## config.mk

```make
export PLATFORM = sky130hd
export DESIGN_NAME = insn_encode
export DESIGN_NICKNAME = d
export VERILOG_FILES = /design/src/rtl/insn_encode.sv
export SDC_FILE = /design/constraint.sdc
export NUM_CORES = 1
export LEC_CHECK = 0
export BUFFER_PORTS_ARGS = -buffer_cell sky130_fd_sc_hd__buf_2
export CAP_MARGIN = 20
export CORE_ASPECT_RATIO = 1.75
export CORE_MARGIN = 10
export CORE_UTILIZATION = 51
export CTS_BUF_LIST = sky130_fd_sc_hd__clkbuf_8
export DETAILED_ROUTE_END_ITERATION = 10
export GPL_ROUTABILITY_DRIVEN = 0
export GPL_TIMING_DRIVEN = 0
export HOLD_SLACK_MARGIN = 0.1
export PLACE_DENSITY_LB_ADDON = 0.2
export SYNTH_ARGS = -nofsm -noshare
export SYNTH_HDL_FRONTEND = slang
export SYNTH_SLANG_ARGS = --single-unit
```

## constraint.sdc

```tcl
create_clock -name clk -period 2.5 [get_ports clk]
set_input_delay 0.125 -clock clk [delete_from_list [all_inputs] [get_ports clk]]
set_output_delay 0.125 -clock clk [all_outputs]
set_load 0.05 [all_outputs]
```

## src/rtl/insn_encode.sv

```systemverilog
`default_nettype none
// ============================================================================
// insn_encode : packs RV32I fields into instruction words, two-stage valid/ready
//               pipeline with immediate range check and sequential PC tagging
// Revision    : 1.0
// ============================================================================
module insn_encode #(
   parameter int unsigned       DWIDTH  = 32,
   parameter int unsigned       AWIDTH  = 32,
   parameter logic [AWIDTH-1:0] PC_BASE = 32'h0100_0000
) (
   input  logic              clk,
   input  logic              rst,
   input  logic              clear_i,
   input  logic              valid_i,
   output logic              ready_o,
   input  logic [6:0]        opcode_i,
   input  logic [4:0]        rd_i,
   input  logic [4:0]        rs1_i,
   input  logic [4:0]        rs2_i,
   input  logic [2:0]        funct3_i,
   input  logic [6:0]        funct7_i,
   input  logic [DWIDTH-1:0] imm_i,
   output logic              valid_o,
   input  logic              ready_i,
   output logic [DWIDTH-1:0] insn_o,
   output logic [AWIDTH-1:0] pc_o,
   output logic              err_o
);

   localparam logic [6:0] OP_R      = 7'b0110011;
   localparam logic [6:0] OP_IMM    = 7'b0010011;
   localparam logic [6:0] OP_LOAD   = 7'b0000011;
   localparam logic [6:0] OP_JALR   = 7'b1100111;
   localparam logic [6:0] OP_SYSTEM = 7'b1110011;
   localparam logic [6:0] OP_STORE  = 7'b0100011;
   localparam logic [6:0] OP_BRANCH = 7'b1100011;
   localparam logic [6:0] OP_LUI    = 7'b0110111;
   localparam logic [6:0] OP_AUIPC  = 7'b0010111;
   localparam logic [6:0] OP_JAL    = 7'b1101111;

   typedef struct packed {
      logic [6:0]        op;
      logic [4:0]        rd;
      logic [4:0]        rs1;
      logic [4:0]        rs2;
      logic [2:0]        f3;
      logic [6:0]        f7;
      logic [DWIDTH-1:0] imm;
   } fields_t;

   fields_t           s1_q, s1_d;
   logic              s1_valid_q, s1_valid_d;
   logic              s2_valid_q, s2_valid_d;
   logic [DWIDTH-1:0] insn_q, insn_d;
   logic              err_q, err_d;
   logic [AWIDTH-1:0] pc_q, pc_d;
   logic [AWIDTH-1:0] cnt_q, cnt_d;

   logic              w_adv1, w_adv2, w_accept, w_move;
   logic [DWIDTH-1:0] w_imm;
   logic              w_fits12, w_fits13, w_fits21, w_shamt_ok;
   logic [DWIDTH-1:0] w_enc_insn;
   logic              w_enc_err;

   assign w_adv2   = !s2_valid_q || ready_i;
   assign w_adv1   = !s1_valid_q || w_adv2;
   assign ready_o  = w_adv1 && !clear_i;
   assign w_accept = valid_i && ready_o;
   assign w_move   = s1_valid_q && w_adv2 && !clear_i;

   // An immediate fits an N-bit signed field when every bit from N-1 upward agrees.
   assign w_imm      = s1_q.imm;
   assign w_fits12   = (&w_imm[DWIDTH-1:11]) | ~(|w_imm[DWIDTH-1:11]);
   assign w_fits13   = (&w_imm[DWIDTH-1:12]) | ~(|w_imm[DWIDTH-1:12]);
   assign w_fits21   = (&w_imm[DWIDTH-1:20]) | ~(|w_imm[DWIDTH-1:20]);
   assign w_shamt_ok = ~(|w_imm[DWIDTH-1:5]);

   always_comb begin
      w_enc_insn = 32'h0000_0013;
      w_enc_err  = 1'b1;
      case (s1_q.op)
         OP_R: begin
            w_enc_insn = {s1_q.f7, s1_q.rs2, s1_q.rs1, s1_q.f3, s1_q.rd, s1_q.op};
            w_enc_err  = 1'b0;
         end
         OP_IMM, OP_LOAD, OP_JALR, OP_SYSTEM: begin
            if (s1_q.op == OP_IMM && (s1_q.f3 == 3'b001 || s1_q.f3 == 3'b101)) begin
               w_enc_insn = {s1_q.f7, w_imm[4:0], s1_q.rs1, s1_q.f3, s1_q.rd, s1_q.op};
               w_enc_err  = ~w_shamt_ok;
            end else begin
               w_enc_insn = {w_imm[11:0], s1_q.rs1, s1_q.f3, s1_q.rd, s1_q.op};
               w_enc_err  = ~w_fits12;
            end
         end
         OP_STORE: begin
            w_enc_insn = {w_imm[11:5], s1_q.rs2, s1_q.rs1, s1_q.f3, w_imm[4:0], s1_q.op};
            w_enc_err  = ~w_fits12;
         end
         OP_BRANCH: begin
            w_enc_insn = {w_imm[12], w_imm[10:5], s1_q.rs2, s1_q.rs1, s1_q.f3,
                          w_imm[4:1], w_imm[11], s1_q.op};
            w_enc_err  = w_imm[0] | ~w_fits13;
         end
         OP_LUI, OP_AUIPC: begin
            w_enc_insn = {w_imm[31:12], s1_q.rd, s1_q.op};
            w_enc_err  = |w_imm[11:0];
         end
         OP_JAL: begin
            w_enc_insn = {w_imm[20], w_imm[10:1], w_imm[11], w_imm[19:12], s1_q.rd, s1_q.op};
            w_enc_err  = w_imm[0] | ~w_fits21;
         end
         default: ;
      endcase
   end

   always_comb begin
      s1_d       = s1_q;
      s1_valid_d = s1_valid_q;
      s2_valid_d = s2_valid_q;
      insn_d     = insn_q;
      err_d      = err_q;
      pc_d       = pc_q;
      cnt_d      = cnt_q;
      if (clear_i) begin
         s1_valid_d = 1'b0;
         s2_valid_d = 1'b0;
         cnt_d      = PC_BASE;
      end else begin
         if (w_adv1) s1_valid_d = w_accept;
         if (w_accept) s1_d = '{op: opcode_i, rd: rd_i, rs1: rs1_i, rs2: rs2_i,
                                f3: funct3_i, f7: funct7_i, imm: imm_i};
         if (w_adv2) s2_valid_d = s1_valid_q;
         // The PC is bound at the S1->S2 move so stalls never skip or reuse a value.
         if (w_move) begin
            insn_d = w_enc_insn;
            err_d  = w_enc_err;
            pc_d   = cnt_q;
            cnt_d  = cnt_q + AWIDTH'(4);
         end
      end
   end

   always_ff @(posedge clk or negedge rst) begin
      if (!rst) begin
         s1_valid_q <= 1'b0;
         s2_valid_q <= 1'b0;
         insn_q     <= '0;
         err_q      <= 1'b0;
         pc_q       <= PC_BASE;
         cnt_q      <= PC_BASE;
      end else begin
         s1_valid_q <= s1_valid_d;
         s2_valid_q <= s2_valid_d;
         insn_q     <= insn_d;
         err_q      <= err_d;
         pc_q       <= pc_d;
         cnt_q      <= cnt_d;
      end
   end

   always_ff @(posedge clk) begin
      s1_q <= s1_d;
   end

   assign valid_o = s2_valid_q;
   assign insn_o  = insn_q;
   assign pc_o    = pc_q;
   assign err_o   = err_q;

endmodule
`default_nettype wire

```

==> impl_metrics.toml <==
[place]
placed_area_um2 = 7730
dp_cells = 894
hpwl_um = 12600
portBuffers = 132

[sta]
fin_skew_ns = 0.0121
period_minus_slack_ns = 2.08
tightest_slew_ns = 0.818
finalSetupViolations = 0
finalSetupTns_ns = 0
fin_crit_sh = 0.833
maxSlewHeadroom = 0.455
maxSlewViolCount = 0
hold_violations = 0
fmax_mhz = 480
rsz0062_at_grt = "false"

[global_route]
grt_use_total = 0.196
overflow = 0
antenna_found_initial = 0
first_global_vias = 5710
grt_pass1_wl_um = 29200
grt_start_max_net_pins = 65

[drt]
drcViolationCount = 0
drtIter0Drc = 240
wl_um = 18000
wire_per_inst_um = 18.1
vias = 5305
firstDrtPassIters = 4
ant_nets = 0
via_per_inst = 5.33

[cells_and_area]
drive_gt1_frac = 0.254
finalNonFillerCells = 995
area_delta_synth_final_pct = 29.8
antenna_cells = 0
final_cell_mix = "buf_2 (142), nand2_1 (102), dfrtp_1 (93)"
final_common_cell = "buf_2"
design_area_um2 = 8840
nNetsFinal = 881

[pwr]
p_total_mw = 5.56
vdd_drop_max_mv = 0.418
power.density_nw_per_um2 = 629
leakage_nw = 3.87

[clocking]
cts_tree = "built"
post_cts_buffers = 0
post_cts_resized = 0
clockBufferDepth = 2
htreeDepth = 4
hold_buffers = 69
path_clk_slew_ns = 0.08
cts.sinks = 159
insertion_delay_ns = 0.44
root_buffer = "clkbuf_8"
cts_buffers = 17

[yosys]
ys_async_sr_fraction = 0.597
synthDistinctLibCells = 64
synthFlopType = "dfrtp_1"
synth_seq_cells = 159
postSynthCellCount = 589
yosysWarnings = 0
netlist_area_um2 = 6820
seq_area_frac_synth = 0.631
synth-edff-count = 64
syn_avg_cell_area_um2 = 11.6

[floorplanning]
die_h_um = 173
die_w_um = 107
start_util = 0.524
io_pins = 136
core_um2 = 13000
dieArea_um2 = 18600
std_cell_rows = 55

[setup_path]
crit_required_ns = 2.81
slowest_stage = "o311ai_4"
start_kind = "flop"
cp_max_fo = 10
critPathMaxStageDelay_ns = 0.58
crit_type = "flop to flop"
path_cells = "buf_6 > nand3_1 > nor2_2 > o311ai_4 > a21oi_2 > a221o_1"
critPathTopFamily = "compound AO/OA/AOI/OAI gates"
cp_num_buf_inv = 1
arrival_ns = 2.40
cp-end-kind = "flop"

[flow_run]
maxCapViolCount = 0

[status]
outcome = "finished clean"

[min_path]
hold_class = "input port to async pin"
cell families (layout without fill, tap and decap cells):
group | count (synthesis) | count (layout) | synth area share
xor gates and xnor gates | 28 | 28 | 0.0360
adders and majority gates | 1 | 1 | 0.00184
DFF | 159 | 159 | 0.631
and+or+nand+nor | 269 | 269 | 0.200
buffers and inverters | 45 | 279 | 0.0351
muxes | 1 | 1 | 0.00147
other | 1 | 2 | 0.000550
AOI/OAI and AO/OA | 85 | 85 | 0.0938
layer usage:
metal	track usage	share of wire
met1	0.201	0.36
met2	0.363	0.55
met3	0.0495	0.057
met4	0.0761	0.030
met5	0	0
where the power goes:
group / internal (mW) / switching (mW)
clock network: 1.05 / 0.945
logic: 0.220 / 0.442
registers: 2.83 / 0.0750
total: 4.10 / 1.46
per-stage QoR:
step	utilization	hold WS (ns)	worst slack, ns
after floorplan	-	-0.171	0.142
after global placement	0.592	0.301	0.442
after detailed placement	0.594	0.114	0.487
after CTS	0.680	0.196	0.479
after global routing	0.680	0.250	0.334
final	0.680	0.195	0.417
final cells by class:
| type | instances | area [um2] |
|---|---|---|
| multi-input combinational | 386 | 2280 |
| sequential | 159 | 4300 |
| clock inverter | 13 | 163 |
| timing repair buffer | 202 | 1380 |
| tap | 171 | 214 |
| inverter | 13 | 48.8 |
| buffer | 32 | 190 |
| clock buffer | 19 | 262 |
| fill | 1002 | 4160 |
registers in the layout (all words and copies together) (netlist names):
signal	count
w_imm	32
s1_valid_q	1
err_o	1
s1_q	32
pc_o	30
cnt_q	30
insn_o	32
valid_o	1
path summary, 6_finish.rpt:
path	start	endpoint	slack (ns)	cells after the start
setup / recovery	s1_q[62]$_DFFE_PP_	insn_o[11]$_DFFE_PN0P_	0.42	6
hold / removal	rst	cnt_q[31]$_DFFE_PN0N_	0.20	2
setup reg to reg	s1_q[62]$_DFFE_PP_	insn_o[11]$_DFFE_PN0P_	0.42	6
hold reg to reg	pc_o[25]$_DFFE_PN0P_	pc_o[25]$_DFFE_PN0P_	0.47	2
max in group asynchronous	rst	insn_o[11]$_DFFE_PN0P_	1.65	3
min in group clk	imm_i[26]	w_imm[26]$_DFFE_PP_	0.39	2
synth_stat cells, types with 2 or more instances:
| cell | n | area [um2] |
|---|---|---|
| a211oi_1 | 2 | 15.0 |
| a21oi_1 | 18 | 90.1 |
| a221o_1 | 11 | 110 |
| a221oi_1 | 13 | 114 |
| a22oi_1 | 7 | 52.6 |
| and2_1 | 8 | 50.1 |
| and3_1 | 4 | 25.0 |
| and4_1 | 4 | 35.0 |
| buf_2 | 11 | 55.1 |
| buf_4 | 3 | 22.5 |
| buf_6 | 6 | 67.6 |
| clkbuf_1 | 12 | 45.0 |
| dfrtp_1 | 93 | 2330 |
| dfstp_2 | 2 | 52.6 |
| edfxtp_1 | 64 | 1920 |
| inv_1 | 13 | 48.8 |
| nand2_1 | 102 | 383 |
| nand2b_1 | 6 | 37.5 |
| nand3_1 | 12 | 60.1 |
| nand4_1 | 9 | 56.3 |
| nand4_4 | 2 | 42.5 |
| nor2_1 | 64 | 240 |
| nor2_2 | 2 | 12.5 |
| nor2b_1 | 4 | 25.0 |
| nor3_1 | 12 | 60.1 |
| nor3_2 | 4 | 40.0 |
| nor4_1 | 15 | 93.8 |
| nor4_4 | 2 | 42.5 |
| o211ai_1 | 3 | 22.5 |
| o21ai_0 | 18 | 90.1 |
| or2_2 | 3 | 18.8 |
| or4_1 | 2 | 15.0 |
| xnor2_1 | 26 | 228 |
| xor2_1 | 2 | 17.5 |
No activity file was read; power rests on OpenSTA's default activity.
